--- src/rtl/divider_seq_restoring.sv ---
// Sequential restoring divider: one quotient bit per cycle, MSB first, N-cycle latency.
// Optional macro DIVIDER_ZERO_DETECT_EN short-circuits a zero divisor straight to DONE.
module divider_seq_restoring #(
    parameter int N = 8
) (
    input  logic         clk,
    input  logic         rst,
    input  logic         start,
    input  logic [N-1:0] dividend,
    input  logic [N-1:0] divisor,
    output logic [N-1:0] quotient,
    output logic [N-1:0] remainder,
    output logic         busy,
    output logic         done,
    output logic         div_by_zero
);

    localparam int CW = $clog2(N);

    typedef enum logic [1:0] {
        IDLE = 2'd0,
        CALC = 2'd1,
        DONE = 2'd2
    } state_t;

    state_t          state_r;
    logic [CW-1:0]   count_r;
    logic [N:0]      partial_r;
    logic [N-1:0]    dvd_r;
    logic [N-1:0]    dvs_r;

    logic [N:0]      shifted_s;
    logic [N:0]      diff_s;
    logic            qbit_s;
    logic [N-1:0]    quot_next_s;
    logic            last_s;
    logic            zero_det_s;

    // One restoring step: shift in the next dividend bit, subtract if it fits.
    always_comb begin
        shifted_s   = {partial_r[N-1:0], dvd_r[N-1]};
        diff_s      = shifted_s;
        qbit_s      = 1'b0;
        if (shifted_s >= {1'b0, dvs_r}) begin
            diff_s = shifted_s - {1'b0, dvs_r};
            qbit_s = 1'b1;
        end else begin
            diff_s = shifted_s;
            qbit_s = 1'b0;
        end
        // dvd_r doubles as the quotient shift register as dividend bits leave it
        quot_next_s = {dvd_r[N-2:0], qbit_s};
        last_s      = (count_r == CW'(N - 1));
    end

    // Zero-divisor detection is only present when the macro is defined.
    always_comb begin
`ifdef DIVIDER_ZERO_DETECT_EN
        zero_det_s = (divisor == {N{1'b0}});
`else
        zero_det_s = 1'b0;
`endif
    end

    // Control FSM, datapath registers and registered outputs.
    always_ff @(posedge clk) begin
        if (rst) begin
            state_r     <= IDLE;
            count_r     <= {CW{1'b0}};
            partial_r   <= {(N+1){1'b0}};
            dvd_r       <= {N{1'b0}};
            dvs_r       <= {N{1'b0}};
            quotient    <= {N{1'b0}};
            remainder   <= {N{1'b0}};
            busy        <= 1'b0;
            done        <= 1'b0;
            div_by_zero <= 1'b0;
        end else begin
            case (state_r)
                IDLE: begin
                    done <= 1'b0;
                    if (start && zero_det_s) begin
                        state_r     <= DONE;
                        done        <= 1'b1;
                        quotient    <= {N{1'b1}};
                        remainder   <= dividend;
                        div_by_zero <= 1'b1;
                    end else if (start) begin
                        state_r   <= CALC;
                        busy      <= 1'b1;
                        count_r   <= {CW{1'b0}};
                        partial_r <= {(N+1){1'b0}};
                        dvd_r     <= dividend;
                        dvs_r     <= divisor;
                    end else begin
                        state_r <= IDLE;
                    end
                end
                CALC: begin
                    partial_r <= diff_s;
                    dvd_r     <= quot_next_s;
                    count_r   <= count_r + CW'(1);
                    if (last_s) begin
                        state_r     <= DONE;
                        busy        <= 1'b0;
                        done        <= 1'b1;
                        quotient    <= quot_next_s;
                        remainder   <= diff_s[N-1:0];
                        div_by_zero <= 1'b0;
                    end else begin
                        state_r <= CALC;
                    end
                end
                DONE: begin
                    state_r <= IDLE;
                    done    <= 1'b0;
                    busy    <= 1'b0;
                end
                default: begin
                    state_r <= IDLE;
                    busy    <= 1'b0;
                    done    <= 1'b0;
                end
            endcase
        end
    end

endmodule

--- config.mk ---
export PLATFORM = sky130hd
export DESIGN_NAME = divider_seq_restoring
export DESIGN_NICKNAME = d
export VERILOG_FILES = /design/src/rtl/divider_seq_restoring.sv
export SDC_FILE = /design/constraint.sdc
export NUM_CORES = 1
export LEC_CHECK = 0
export ABC_AREA = 1
export BUFFER_PORTS_ARGS = -buffer_cell sky130_fd_sc_hd__buf_2
export CAP_MARGIN = 20
export CORE_MARGIN = 8
export CORE_UTILIZATION = 25
export DETAILED_ROUTE_END_ITERATION = 7
export HOLD_SLACK_MARGIN = 0.1
export PLACE_DENSITY = 0.41
export SYNTH_ARGS = -nofsm -noshare
export SYNTH_HDL_FRONTEND = slang
export SYNTH_SLANG_ARGS = --single-unit
--- constraint.sdc ---
create_clock -name clk -period 2.15 [get_ports clk]
set_clock_uncertainty 0.1 [all_clocks]
set_input_delay 0.215 -clock clk [delete_from_list [all_inputs] [get_ports clk]]
set_output_delay 0.215 -clock clk [all_outputs]
set_load 0.05 [all_outputs]
## Yosys cells after proc, flatten, opt, wreduce, memory -nomap -nowiden

Index checks and enable logic that the tools add are counted.

| storage, ports and cells | value |
|---|---|
| word-level logic and storage cells | 38 |
| output and inout port bits | 19 |
| bits in registers | 47 |

| cells by class | value |
|---|---|
| $add $sub $neg | 2 |
| reduce and logical (&&, ||, !) cells | 7 |
| eq/ne operators | 4 |
| order comparisons | 1 |
| bitwise operators | 1 |
| muxes and demuxes | 14 |

Operator list:

| operator | number |
|---|---|
| 8-bit one-hot mux with 2 select lines | 2 |
| 8-bit two-way mux | 3 |
| 9-bit by 8-bit greater-or-equal comparator with 1-bit output | 1 |
| 2-bit AND reduction | 4 |
| 8-bit subtractor | 1 |
| 3-bit one-hot mux with 2 select lines | 1 |
| 1-bit two-way mux | 4 |
| 2-bit inequality test, second input constant | 2 |
| 2-bit one-hot mux with 2 select lines | 1 |
| 3-bit by 1-bit adder with 3-bit output, second input constant | 1 |
| 3-bit equality test, second input constant | 1 |
| 3-bit two-way mux | 1 |
| 2-bit by 1-bit equality test with 1-bit output, second input constant | 1 |
| 2-bit logical NOT | 1 |
| 2-bit two-way mux | 1 |
| 1-bit one-hot mux with 2 select lines | 1 |
| 2-bit nonzero test | 1 |
| 2-bit OR reduction | 1 |
| 1-bit NOT | 1 |

## Longest topological paths before layout

| logic depth | value |
|---|---|
| depth in word-level cells | 3 |
| mapped depth | 13 |
| depth with buffers taken out | 13 |

## Least setup slack after synthesis

Ideal clock, no wire load.

| timing | value |
|---|---|
| path kind | register to register |
| start | reg dvs_r[6] |
| end | reg remainder[7] |
| slack | 495 ps |
| clock period less this slack | 1,655 ps |
| buffers on the path | 0 |
| setup time | 109 ps |
| data arrival time | 1,446 ps |
| stages on the path, launching flop included | 13 |
| cell sequence | dfxtp_1 inv_1 ha_1 nand2_1 nand2_1 nand2_1 nand2_1 nor2_4 nand2_8 nand2_2 nand3_1 nand2_1 inv_1 |

| between the ends | value |
|---|---|
| word-level cells in the longest chain between the ends | 2 |
| elaborated cells between the ends (all ways) | 3 |
| those cells by class | add/sub (1); order compare (1); mux (1) |

Ends and longest elaborated chain:

| item | RTL line | text |
|---|---|---|
| from (decl) | 30 | `logic [N-1:0] dvs_r;` |
| from (signal assigned) | 72 | `dvs_r <= {N{1'b0}};` |
| from (signal assigned) | 94 | `dvs_r <= divisor;` |
| 8-bit subtractor or 9-bit by 8-bit greater-or-equal comparator with 1-bit output (tied branches) | 45, 44 |  |
| 8-bit two-way mux * | 44 | `if (shifted_s >= {1'b0, dvs_r}) begin` |
| to (signal assigned) | 74 | `remainder <= {N{1'b0}};` |
| to (signal assigned) | 86 | `remainder <= dividend;` |
| to (signal assigned) | 108 | `remainder <= diff_s[N-1:0];` |
| to (decl) | 12 | `output logic [N-1:0] remainder,` |

Mark *: on every way between the ends. The rest lies on a longest branch, timed or not.
A chain may end at the register's enable or synchronous reset.

## Final worst setup path

| timing | value |
|---|---|
| start | reg partial_r[4] |
| end | reg remainder[6] |

| between the ends | value |
|---|---|
| word-level cells in the longest chain between the ends | 2 |
| elaborated cells between the ends (all ways) | 3 |
| those cells by class | add/sub (1); order compare (1); mux (1) |

Ends and longest elaborated chain:

| item | RTL line | text |
|---|---|---|
| from (decl) | 28 | `logic [N:0] partial_r;` |
| from (signal assigned) | 70 | `partial_r <= {(N+1){1'b0}};` |
| from (signal assigned) | 92 | `partial_r <= {(N+1){1'b0}};` |
| from (signal assigned) | 100 | `partial_r <= diff_s;` |
| 8-bit subtractor or 9-bit by 8-bit greater-or-equal comparator with 1-bit output (tied branches) | 45, 44 |  |
| 8-bit two-way mux * | 44 |  |

Marks and branches as above.

==> metrics.csv <==
metric,value,unit
run_status,"finished, final reports clean",
ir_worst_vdd,418.8,uV
portBuffers,36,
grt_max_degree,24,
vias,2071,
cts_htree_levels,2,
antenna_found_initial,0,
comb_power_share,0.313,
slowest_stage,ha_1,
finalSetupViolations,0,
intPower,1526,uW
yosysTopAreaCellShare,0.4032,
start_util,0.2550,
ys_warn_count,0,
clock-sinks,47,
nets,391,
area_growth,20.48,%
synth_most_common_cell,nand2_1,
dp.cells,459,
rr_worst_depth,11,
maxCapViolCount,0,
rows,35,
final_layout_size_suffix_gt1_frac,0.2017,
yosysUniqueCellTypes,31,
io_pins,38,
die_x,112.6,um
path_common_cell,nand2_1,
ant_nets,0,
arrival,2.01,ns
max_stage_delay,0.37,ns
cts_tree,done,
use_met1,0.1218,
hold_depth,3,
synth_common_cells,"nand2_1, dfxtp_1, inv_1",
clk_pin_slew,0.09,ns
dp_hpwl,4.573,mm
die_h,112.6,um
end_kind,flop,
slew_viol_final,0,
grt.total_usage,0.09858,
setup_total_negative_slack,0,ns
finalHoldViolCount,0,
power.share.sequential,0.403,
netlist_area,0.002333,mm^2
gp_congestion,0.7800,
postSynthAreaPerCell,7.361,um^2
netlist_instances,317,
cp_max_fo,10,
grt_overflow_total,0,
p_per_area,843.3,mW/mm^2
cp.required,2.26,ns
p_leak,0.001431,uW
synth-edff-count,0,
post-route-period-util,0.8859,
yosysSeqAreaShare,0.4032,
r2r-end,remainder[6],
crit_buf_inv,2,
utilization,0.3072,
design_area,0.002811,mm^2
placed_cell_area,0.002636,mm^2
fillers,1018,
fmax,525.0,MHz
drt_iter0_markers,73,
grt_pass1_vias,2069,
core,0.009153,mm^2
clockPowerShare,0.284,
worstHoldPathType,in2reg,
switching_power,845.0,uW
final_cells,473,
numCtsBuffers,5,
min_period,1.905,ns
drt-pass1-iter-count,4,
start_kind,flop,
ys_top_cells_by_area,"dfxtp_1, nand2_1, inv_1",
synth_area_leader_cell,dfxtp_1,
gr-max-usage-layer,met2,
synth_nets,347,
swShare,0.3564,
startpoint,partial_r[4],
min_to,dvs_r[1],
wirelength,6.016,mm
post_cts_resized,0,
synthFlopType,dfxtp_1,
viasPerCell,4.378,
cp_cell_sequence,"ha_1, nand2_1, inv_1, nand2_1, nor2_2, nor2_4, nand2_8, nand2_2, nand3_1, nand2_1, inv_1",
crit_type,reg2reg,
critPathTopFamily,simple AND/OR/NAND/NOR gates,
met3_usage,0.03113,
clock_latency,0.30,ns
n_antenna_cell,0,
r2r_slack,0.25,ns
routedWlPerCell,12.72,um
drc,0,
synth-seq-cells,47,
die_area,0.01268,mm^2
grtUsageMet2,0.1620,
p_total,2371,uW
clockBufferDepth,2,
synthArstFlopShare,0,
clockRootBuffer,clkbuf_8,
rsz0062_at_grt,no,
grt_pass1_wl,10.19,mm
worstHoldStart,divisor[1],
reg2reg_from,partial_r[4],
## registers in the layout, summed over array words and instances (netlist names)
name,flops
dvd_r,8
dvs_r,8
partial_r,8
quotient,8
remainder,8
count_r,3
state_r,2
busy,1
done,1
## power groups by stage
stage	combinational, uW	clock (uW)	sequential, uW
floorplan	586	0	970
global placement	737	0	977
detailed placement	741	0	976
CTS	753	713	956
global route	835	743	961
finish	742	674	955
## logic make-up after synthesis
logic type / count (synthesis) / share of synthesized area
other cells: 1 / 0.001607
buf+inv: 58 / 0.09705
compound gates: 58 / 0.1426
fa+ha+maj: 11 / 0.06220
flops: 47 / 0.4032
simple gates: 139 / 0.2820
xor+xnor: 3 / 0.01126
## worst max path at each step
| stage | cells after the start | to | slack (ns) |
|---|---|---|---|
| 3_3_place_gp | 12 | remainder[6] | 0.22 |
| 2_1_floorplan | 12 | remainder[7] | 0.50 |
| 5_1_grt | 12 | remainder[6] | 0.06 |
| 3_5_place_dp | 12 | remainder[6] | 0.24 |
| 6_report | 11 | remainder[6] | 0.25 |
| 4_1_cts | 12 | remainder[6] | 0.22 |
## metal layers
| layer | share of wire | vias up |
|---|---|---|
| li1 | - | 1103 |
| met1 | 0.48 | 928 |
| met2 | 0.46 | 38 |
| met3 | 0.055 | 2 |
| met4 | 0.0057 | 0 |
| met5 | 0 | - |
## through the flow
stage,setup WS (ns),hold WS (ns)
6_report,0.2453,0.1039
5_1_grt,0.06273,0.1023
3_5_place_dp,0.2361,0.3415
4_1_cts,0.2168,0.1040
2_1_floorplan,0.4951,0.1930
3_3_place_gp,0.2167,0.3453
## worst register-to-register path, stage by stage (launching register included)
cell     delay [ns]
dfxtp_1        0.35
ha_1           0.37
nand2_1        0.12
inv_1          0.06
nand2_1        0.10
nor2_2         0.06
nor2_4         0.25
nand2_8        0.14
nand2_2        0.08
nand3_1        0.08
nand2_1        0.07
inv_1          0.03
## area by class of cell
class	instances	area [um^2]	area share
clock inverters	3	46.29	0.01647
clock buffers	5	68.82	0.02448
repair buffers	45	262.8	0.09346
well taps	111	138.9	0.04940
flip-flops and latches	47	940.9	0.3347
inverters	50	187.7	0.06676
multi-input cells	212	1166	0.4148
## cell usage in the layout, fill, tap and decap left out, drive strengths merged
cell type / netlist / routed
inv: 50 / 51
clkinvlp: 0 / 1
o32ai: 1 / 1
fa: 1 / 1
bufinv: 0 / 1
a22o: 1 / 1
dlygate4sd3: 0 / 6
nand4: 2 / 2
a32o: 1 / 1
a21oi: 15 / 15
nor4: 1 / 1
buf: 5 / 39
o21a: 9 / 9
nor2: 18 / 18
xnor2: 1 / 1
o21ai: 25 / 25
xor2: 2 / 2
o22ai: 6 / 6
dfxtp: 47 / 47
ha: 10 / 10
clkbuf: 3 / 5
conb: 1 / 1
nor3: 2 / 2
nand3: 26 / 26
nand2: 90 / 90
## timing repair
item,CTS,global route
endpoints found under the hold margin,7,0
hold buffers,6,0
buffers inserted,0,0
Note: power is estimated with default switching activity, not from simulation.
